File: src/rtl/mmio_avmm_pkg.sv
// Shared types for the MMIO command path between the CCI-P MMIO to Avalon-ST
// converter and the Avalon-MM master that follows it.
//   t_mmio_avst_cmd    : packed command beat {is_read, is_32bit, addr, write_data}
//   t_mmio_issue_state : issue FSM states of the Avalon-MM master
//   BE_*               : byteenable encodings, mmio_byteenable() selects one
package mmio_avmm_pkg;

    localparam int MMIO_CMD_AW = 16;
    localparam int MMIO_CMD_DW = 64;

    // Lane enables for a 64-bit data bus.
    localparam logic [7:0] BE_QWORD    = 8'hFF;
    localparam logic [7:0] BE_DWORD_LO = 8'h0F;
    localparam logic [7:0] BE_DWORD_HI = 8'hF0;

    typedef struct packed {
        logic                   is_read;
        logic                   is_32bit;
        logic [MMIO_CMD_AW-1:0] addr;
        logic [MMIO_CMD_DW-1:0] write_data;
    } t_mmio_avst_cmd;

    typedef enum logic {
        ST_IDLE  = 1'b0,
        ST_ISSUE = 1'b1
    } t_mmio_issue_state;

    // addr[2] picks the dword lane of a 32-bit access; addr[1:0] is ignored.
    function automatic logic [7:0] mmio_byteenable(input logic is_32bit,
                                                   input logic addr2);
        if (!is_32bit) return BE_QWORD;
        return addr2 ? BE_DWORD_HI : BE_DWORD_LO;
    endfunction

endpackage

File: src/rtl/mmio_rsp_fifo.sv
// Show-ahead synchronous FIFO for read responses.
//   push/push_data : write side (push ignored when full)
//   pop            : read side, head is valid whenever !empty
//   empty/full/count : occupancy, registered
//   SoftReset      : synchronous clear of pointers and occupancy
module mmio_rsp_fifo #(
    parameter int WIDTH = 64,
    parameter int DEPTH = 16
) (
    input  logic                     clk,
    input  logic                     SoftReset,
    input  logic                     push,
    input  logic [WIDTH-1:0]         push_data,
    input  logic                     pop,
    output logic [WIDTH-1:0]         head,
    output logic                     empty,
    output logic                     full,
    output logic [$clog2(DEPTH):0]   count
);
    localparam int PW = $clog2(DEPTH);

    logic [WIDTH-1:0] mem [DEPTH];
    logic [PW-1:0]    wptr, rptr;
    logic             do_push, do_pop;

    assign empty   = (count == '0);
    assign full    = (count == (PW+1)'(DEPTH));
    assign do_push = push && !full;
    assign do_pop  = pop && !empty;
    assign head    = mem[rptr];

    always_ff @(posedge clk) begin
        if (do_push) mem[wptr] <= push_data;
    end

    always_ff @(posedge clk) begin
        if (SoftReset) begin
            wptr  <= '0;
            rptr  <= '0;
            count <= '0;
        end else begin
            if (do_push) wptr <= wptr + 1'b1;
            if (do_pop)  rptr <= rptr + 1'b1;
            count <= count + (PW+1)'(do_push) - (PW+1)'(do_pop);
        end
    end
endmodule

File: src/rtl/avst_avmm_mmio_master.sv
// Avalon-MM pipelined master fed by packed MMIO command beats.
//   in_*   : Avalon-ST command stream {is_read, is_32bit, addr, write_data}
//   avm_*  : Avalon-MM master toward the AFU CSR fabric
//   out_*  : Avalon-ST read-response stream, request order
//   rsp_overflow_err : sticky, readdatavalid seen with no read outstanding
// Reads are issued only while response-buffer credit is available, so the
// response FIFO can never overflow.
module avst_avmm_mmio_master
    import mmio_avmm_pkg::*;
#(
    parameter int AVMM_ADDR_WIDTH = MMIO_CMD_AW,
    parameter int AVMM_DATA_WIDTH = 64,
    parameter int RSP_FIFO_DEPTH  = 16
) (
    input  logic                                   clk,
    input  logic                                   SoftReset,
    input  logic [AVMM_ADDR_WIDTH+AVMM_DATA_WIDTH+1:0] in_data,
    input  logic                                   in_valid,
    output logic                                   in_ready,
    output logic [AVMM_DATA_WIDTH-1:0]             out_data,
    output logic                                   out_valid,
    input  logic                                   out_ready,
    output logic [AVMM_ADDR_WIDTH-1:0]             avm_address,
    output logic                                   avm_read,
    output logic                                   avm_write,
    output logic [63:0]                            avm_writedata,
    output logic [7:0]                             avm_byteenable,
    input  logic                                   avm_waitrequest,
    input  logic [63:0]                            avm_readdata,
    input  logic                                   avm_readdatavalid,
    output logic                                   rsp_overflow_err
);
    localparam int CW = $clog2(RSP_FIFO_DEPTH) + 1;

    t_mmio_avst_cmd    in_cmd, skid0, skid1, nxt0, nxt1;
    logic [1:0]        skid_cnt, skid_cnt_nxt, cnt_after_pop;
    t_mmio_issue_state state, state_nxt;
    logic [CW-1:0]     credit, credit_nxt, outst, outst_nxt;
    logic              push, pop, rd_acc, rsp_pop, rdv_take, head_elig;
    logic              fifo_empty, fifo_full;
    logic [CW-1:0]     fifo_count;

    assign in_cmd  = in_data;
    assign push    = in_valid && in_ready;
    assign pop     = (state == ST_ISSUE) && !avm_waitrequest;
    assign rd_acc  = pop && skid0.is_read;
    assign rsp_pop = out_valid && out_ready;
    // Responses with nothing outstanding are stale (e.g. after a reset) and dropped.
    assign rdv_take = avm_readdatavalid && (outst != '0);

    // Skid buffer next state: head pops by shifting, incoming beat lands
    // behind whatever remains.
    always_comb begin
        nxt0          = skid0;
        nxt1          = skid1;
        cnt_after_pop = skid_cnt - {1'b0, pop};
        if (pop) nxt0 = skid1;
        if (push) begin
            if (cnt_after_pop == 2'd0) nxt0 = in_cmd;
            else                       nxt1 = in_cmd;
        end
        skid_cnt_nxt = cnt_after_pop + {1'b0, push};
    end

    assign credit_nxt = credit + CW'(rd_acc) - CW'(rsp_pop);
    assign outst_nxt  = outst + CW'(rd_acc) - CW'(rdv_take);
    // Eligibility is judged on the head as it will be after this edge, which
    // lets a freshly accepted beat or the next queued one issue back-to-back.
    assign head_elig  = (skid_cnt_nxt != 2'd0) &&
                        (!nxt0.is_read || (credit_nxt < CW'(RSP_FIFO_DEPTH)));

    always_comb begin
        state_nxt = state;
        case (state)
            ST_IDLE:  if (head_elig) state_nxt = ST_ISSUE;
            ST_ISSUE: if (!avm_waitrequest) state_nxt = head_elig ? ST_ISSUE : ST_IDLE;
            default:  state_nxt = ST_IDLE;
        endcase
    end

    always_ff @(posedge clk) begin
        if (SoftReset) begin
            state            <= ST_IDLE;
            skid_cnt         <= 2'd0;
            in_ready         <= 1'b0;
            credit           <= '0;
            outst            <= '0;
            rsp_overflow_err <= 1'b0;
        end else begin
            state    <= state_nxt;
            skid_cnt <= skid_cnt_nxt;
            in_ready <= (skid_cnt_nxt <= 2'd1);
            credit   <= credit_nxt;
            outst    <= outst_nxt;
            if (avm_readdatavalid && (outst == '0)) rsp_overflow_err <= 1'b1;
        end
    end

    always_ff @(posedge clk) begin
        skid0 <= nxt0;
        skid1 <= nxt1;
    end

    // Master outputs come straight from the registered head, so they hold
    // steady for as long as waitrequest stalls the transfer.
    assign avm_read       = (state == ST_ISSUE) && skid0.is_read;
    assign avm_write      = (state == ST_ISSUE) && !skid0.is_read;
    assign avm_address    = {skid0.addr[AVMM_ADDR_WIDTH-1:3], 3'b000};
    assign avm_byteenable = mmio_byteenable(skid0.is_32bit, skid0.addr[2]);
    assign avm_writedata  = skid0.write_data;

    mmio_rsp_fifo #(
        .WIDTH (AVMM_DATA_WIDTH),
        .DEPTH (RSP_FIFO_DEPTH)
    ) u_rsp_fifo (
        .clk       (clk),
        .SoftReset (SoftReset),
        .push      (rdv_take),
        .push_data (avm_readdata),
        .pop       (rsp_pop),
        .head      (out_data),
        .empty     (fifo_empty),
        .full      (fifo_full),
        .count     (fifo_count)
    );

    assign out_valid = !fifo_empty;

    logic unused_ok;
    assign unused_ok = ^{fifo_full, fifo_count, skid0.addr[1:0]};
endmodule
File: config.mk
export PLATFORM = sky130hd
export DESIGN_NAME = avst_avmm_mmio_master
export DESIGN_NICKNAME = d
export VERILOG_FILES = /design/src/rtl/mmio_avmm_pkg.sv /design/src/rtl/mmio_rsp_fifo.sv /design/src/rtl/avst_avmm_mmio_master.sv
export SDC_FILE = /design/constraint.sdc
export NUM_CORES = 1
export LEC_CHECK = 0
export CAP_MARGIN = 20
export CORE_MARGIN = 2
export CORE_UTILIZATION = 55
export DETAILED_ROUTE_END_ITERATION = 6
export GPL_TIMING_DRIVEN = 1
export PLACE_DENSITY = 0.75
export SLEW_MARGIN = 30
export SYNTH_ARGS = -nofsm -noshare
export SYNTH_HDL_FRONTEND = slang
export SYNTH_SLANG_ARGS = --single-unit
File: constraint.sdc
create_clock -name clk -period 18.25 [get_ports clk]
set_clock_uncertainty 0.1 [all_clocks]
set_input_delay 3.65 -clock clk [delete_from_list [all_inputs] [get_ports clk]]
set_output_delay 3.65 -clock clk [all_outputs]
set_load 0.01 [all_outputs]
# Word level (Yosys, flattened, before mapping)
# Memory sizes are Yosys's and may differ from the RTL's. A register that Yosys moved wholly into a read port is not among the register bits.
# Index checks and enable logic that the tools add are counted.
[classes]
order_cmp = 2
n_eq_ne = 1
n_addsub = 10
bitwise_logic = 2
reduce_logical = 23
muxes = 12
[op_table]
columns = ["operator", "n"]
rows = [
  ["$mux 82", 3],
  ["$mux 8", 2],
  ["$add 5x1->5", 3],
  ["$sub 5x1->5", 3],
  ["$logic_and 1x1->1", 11],
  ["$logic_not 5->1", 2],
  ["$add 4x1->4 const B", 2],
  ["$mux 4", 2],
  ["$eq 5x5->1 const B", 1],
  ["$logic_not 1->1", 5],
  ["$lt 5x5->1 const B", 1],
  ["$reduce_bool 5->1", 1],
  ["$mux 1", 4],
  ["$add 2x1->2", 1],
  ["$le 2x1->1 const B", 1],
  ["$logic_not 2->1", 1],
  ["$not 1->1", 2],
  ["$pmux 1 s2", 1],
  ["$reduce_and 2->1", 1],
  ["$reduce_bool 2->1", 1],
  ["$sub 2x1->2", 1],
  ["$logic_or 1x1->1", 1],
]
[word_totals]
in_bits = 152
mem_bits_rw = 1024
output_inout_bits = 157
register_bits = 192
word_cells = 68
n_memories = 1
[memory_table]
columns = ["memory", "depth", "word_bits", "rd", "rd_clocked_by_memory_dff", "wr", "line_no", "text"]
rows = [
  ["u_rsp_fifo.mem", 16, 64, 1, 1, 1, "mmio_rsp_fifo.sv:22", "logic [WIDTH-1:0] mem [DEPTH];"],
]

# Logic depth before layout (Yosys ltp)
[depth]
depth_word = 12
mapped_depth = 15

# By module
# From an unflattened synthesis, not the netlist that was laid out.
[hier_totals]
hier_cells = 2280
hier_area_um2 = 46333.2
[by_module_without_submodules]
columns = ["mod", "cells_per_inst", "instances", "area_each_um2"]
rows = [
  ["mmio_rsp_fifo", 1668, 1, 39106.3],
  ["avst_avmm_mmio_master", 612, 1, 7226.9],
]

# Least setup slack after synthesis
# OpenSTA, ideal clock, no wires.
[synth_timing]
kind = "input port to flip-flop"
start = "in avm_waitrequest"
end = "reg skid1[0] (netlist bit), enable pin"
setup_ps = 640
slack_ps = 7371
required_ps = 17510
t_arrival_ps = 10138
stages = 6
cell_sequence = "nand2b_1 buf_2 inv_1 ha_1 xnor2_1 a21boi_0"
[synth_via]
elab_chain_len = 6
[synth_lines]
columns = ["element", "line_no", "text"]
rows = [
  ["start: declaration", "avst_avmm_mmio_master.sv:28", "input logic avm_waitrequest,"],
  ["$logic_not 1->1", "n/a", ""],
  ["$logic_and 1x1->1", "avst_avmm_mmio_master.sv:45", "assign pop = (state == ST_ISSUE) && !avm_waitrequest;"],
  ["$sub 2x1->2", "avst_avmm_mmio_master.sv:56", "cnt_after_pop = skid_cnt - {1'b0, pop};"],
  ["$logic_not 2->1", "avst_avmm_mmio_master.sv:59", "if (cnt_after_pop == 2'd0) nxt0 = in_cmd;"],
  ["$not 1->1 (no line)", "n/a", ""],
  ["$reduce_and 2->1 (no line)", "n/a", ""],
  ["end signal: assignment", "avst_avmm_mmio_master.sv:101", "skid1 <= nxt1;"],
  ["end: declaration", "avst_avmm_mmio_master.sv:35", "t_mmio_avst_cmd in_cmd, skid0, skid1, nxt0, nxt1;"],
]
# No other way between the ends.
# A chain may end at the register's enable or synchronous reset.

==> results.sh <==
export IMPL_yosys_warnings=0
export IMPL_ys_seq_area_frac=0.7653
export IMPL_synth_seq_cells=1216
export IMPL_synth_avg_cell_area_sq_um=20.33
export IMPL_clkTransAtPathRegs_ns=0.06
export IMPL_vias=22668
export IMPL_critPathLaunchType="flip-flop"
export IMPL_drc=0
export IMPL_hold_class="flip-flop to flip-flop"
export IMPL_synth_top_cell_area_share=0.7169
export IMPL_post_cts_resized=0
export IMPL_whs_ns=0.3793
export IMPL_drt_iter0_drc=2181
export IMPL_synth_common_cells="1104 x edfxtp_1, 256 x mux4_2, 128 x a22oi_1"
export IMPL_fmax_mhz=128.4
export IMPL_r2r_cells=8
export IMPL_nNetsFinal=2708
export IMPL_gp_congestion=0.7760
export IMPL_synth_cell_types=39
export IMPL_final_cells=3707
export IMPL_path_class="flip-flop to output port"
export IMPL_drt_wl_total_um=100800
export IMPL_netlist_area_sq_um=46250
export IMPL_synth_area_leaders="edfxtp_1 72%, mux4_2 12%, dfxtp_1 4.8%, a22oi_1 2.1%, buf_4 1.7%"
export IMPL_grt_pass1_wl_um=147600
export IMPL_synth_edff_count=1104
export IMPL_cts_root_buf="clkbuf_16"
export IMPL_worst_skew_pair_late_latency_ns=0.68
export IMPL_syn_inst=2275
export IMPL_drv_slew=0
export IMPL_yosysMostFrequentCell="edfxtp_1"
export IMPL_cts_made_buffers=116
export IMPL_cts_tree="done"
export IMPL_fp_dieH_um=294.0
export IMPL_fill_cells=5358
export IMPL_row_count=106
export IMPL_finalSetupViolCount=0
export IMPL_grt_pass1_vias=23567
export IMPL_ant_nets=0
export IMPL_r2r_setup_slack_ns=14.78
export IMPL_setup_tns_ns=0
export IMPL_period_minus_slack_ns=7.789
export IMPL_dr_pass1_iters=5
export IMPL_antenna_found_initial=12
export IMPL_hold_path_endpoint="rsp_overflow_err"
export IMPL_postCtsSetupBuffers=0
export IMPL_rsz0062_at_grt="false"
export IMPL_yosys_area_top_type="edfxtp_1"
export IMPL_worstMarginPinSlew_ns=1.006
export IMPL_fin_crit_sh=0.4268
export IMPL_ys_async_sr_fraction=0
export IMPL_worstPathArrival_ns=4.04
export IMPL_dp_cells=3490
export IMPL_hold_start="rsp_overflow_err"
export IMPL_r2r_end="avm_writedata[41]"
export IMPL_worstPathRequired_ns=14.50
export IMPL_portBuffers=303
export IMPL_powerDensity_nw_per_um2=140.2
export IMPL_grt_use_total=0.2332
export IMPL_peakVddDrop_uv=107.7
export IMPL_hold_viol=0
export IMPL_core_area_sq_um=83420
export IMPL_grt_overflow_total=0
export IMPL_hold_buffers=0
export IMPL_cts_sinks=1216
export IMPL_rr_startpoint="state"
export IMPL_leakage_nw=17.65
export IMPL_routedWlPerCell_um=27.18
export IMPL_drive_above_1_share=0.1823
export IMPL_cts_buffer_depth=3
export IMPL_grt_max_degree=107
export IMPL_dp_hpwl_um=52100
export IMPL_status="completed"
export IMPL_slew_headroom=0.3296
export IMPL_endpoint_kind="output port"
export IMPL_viasPerCell=6.115
export IMPL_critPathMaxFanout=102
export IMPL_drv_cap=0
export IMPL_io_pin_count=309
export IMPL_cts_htree_levels=3
export IMPL_syn2layout_area_growth_pct=15.67
export IMPL_hold_depth=2
export IMPL_synth_flop_cell="edfxtp_1"
export IMPL_fp_dieW_um=294.0
export IMPL_die_area_sq_um=86420
export IMPL_start_util=0.5544
==> flip-flops by register name, summed over array words and instances (netlist names), named ones only <==
name              flops
skid0                 3
outst                 5
u_rsp_fifo.count      5
credit                5
rsp_overflow_err      1
avm_address          13
in_ready              1
u_rsp_fifo.mem     1024
u_rsp_fifo.rptr       4
u_rsp_fifo.wptr       4
avm_writedata        64
state                 1
skid_cnt              2
skid1                80
==> stage by stage <==
step | worst slack, ns | area, sq um | total power [mW] | util
2_1_floorplan | 7.371 | 46250 | 4.686 | -
3_3_place_gp | 10.15 | 49760 | 5.222 | 0.5965
3_5_place_dp | 10.46 | 49840 | 5.288 | 0.5975
4_1_cts | 9.729 | 53450 | 7.557 | 0.6407
5_1_grt | 10.29 | 53490 | 7.804 | 0.6411
6_report | 10.46 | 53490 | 7.500 | 0.6412
==> placed cells by master (no fill, tap or decap), types with 4 or more instances in the layout <==
cell,netlist,routed
and2_4,0,17
xor2_1,9,9
nor2_1,99,98
clkbuf_8,0,5
clkinv_1,0,16
clkbuf_1,59,32
bufinv_16,0,5
diode_2,0,5
nand3_1,6,5
inv_1,24,24
dfxtp_1,112,110
clkinv_2,0,25
clkbuf_16,0,117
a22oi_1,128,128
ha_1,24,24
clkdlybuf4s50_1,0,302
mux2i_1,79,79
buf_4,107,21
nor2b_1,11,9
nand2_1,71,71
edfxtp_1,1104,1104
mux4_2,256,256
buf_6,4,4
xnor2_1,8,8
a21oi_1,91,91
==> per-layer routing <==
metal / track usage / up-vias / wire (um)
li1: - / 9657 / -
met1: 0.3203 / 11870 / 39900
met2: 0.3813 / 948 / 50320
met3: 0.04849 / 179 / 7979
met4: 0.06981 / 14 / 2467
met5: 0 / - / 89
==> worst max-delay path by stage <==
| stage | start | end |
|---|---|---|
| final | flip-flop | out_data[21] |
| after global routing | flip-flop | out_data[39] |
| after CTS | flip-flop | out_data[22] |
| after detailed placement | flip-flop | out_data[22] |
| after global placement | flip-flop | out_data[27] |
| after floorplan | avm_waitrequest | skid1[0] |
==> cell type report <==
type                            instances  area (sq um)  share of cell area
Sequential cell                      1216         35400              0.6618
Multi-Input combinational cell        836          9653              0.1805
Timing Repair Buffer                  334          3373             0.06306
Clock buffer                          154          3117             0.05827
Tap cell                             1080          1351             0.02526
Clock inverter                         57         489.2            0.009146
Inverter                               25         93.84            0.001754
Antenna cell                            5         12.51           0.0002339
==> worst max-delay path: stages, from the launching register on <==
cell	delay (ns)
dfxtp_4	0.80
buf_12	0.48
buf_16	0.47
mux4_2	0.42
a22oi_1	0.25
nand2_1	0.11
clkdlybuf4s50_1	0.62
==> power breakdown <==
group	internal [mW]	switching, mW	leakage [nW]
sequential	3.31	0.111	10.9
clock	1.27	1.00	1.78
combinational	0.922	0.887	4.97
total	5.50	2.00	17.6
==> cell families (layout without fill, tap and decap cells) <==
| family | Yosys count | after routing | synth area share |
|---|---|---|---|
| buffers and inverters | 225 | 570 | 0.02816 |
| other | 1 | 8 | 0.00008109 |
| and+or+nand+nor | 224 | 224 | 0.02132 |
| DFF | 1216 | 1216 | 0.7653 |
| xor gates and xnor gates | 17 | 17 | 0.003220 |
| AOI/OAI and AO/OA | 230 | 230 | 0.03230 |
| adders and majority gates | 27 | 27 | 0.007792 |
| muxes | 335 | 335 | 0.1418 |
No activity file was read; power rests on OpenSTA's default activity.
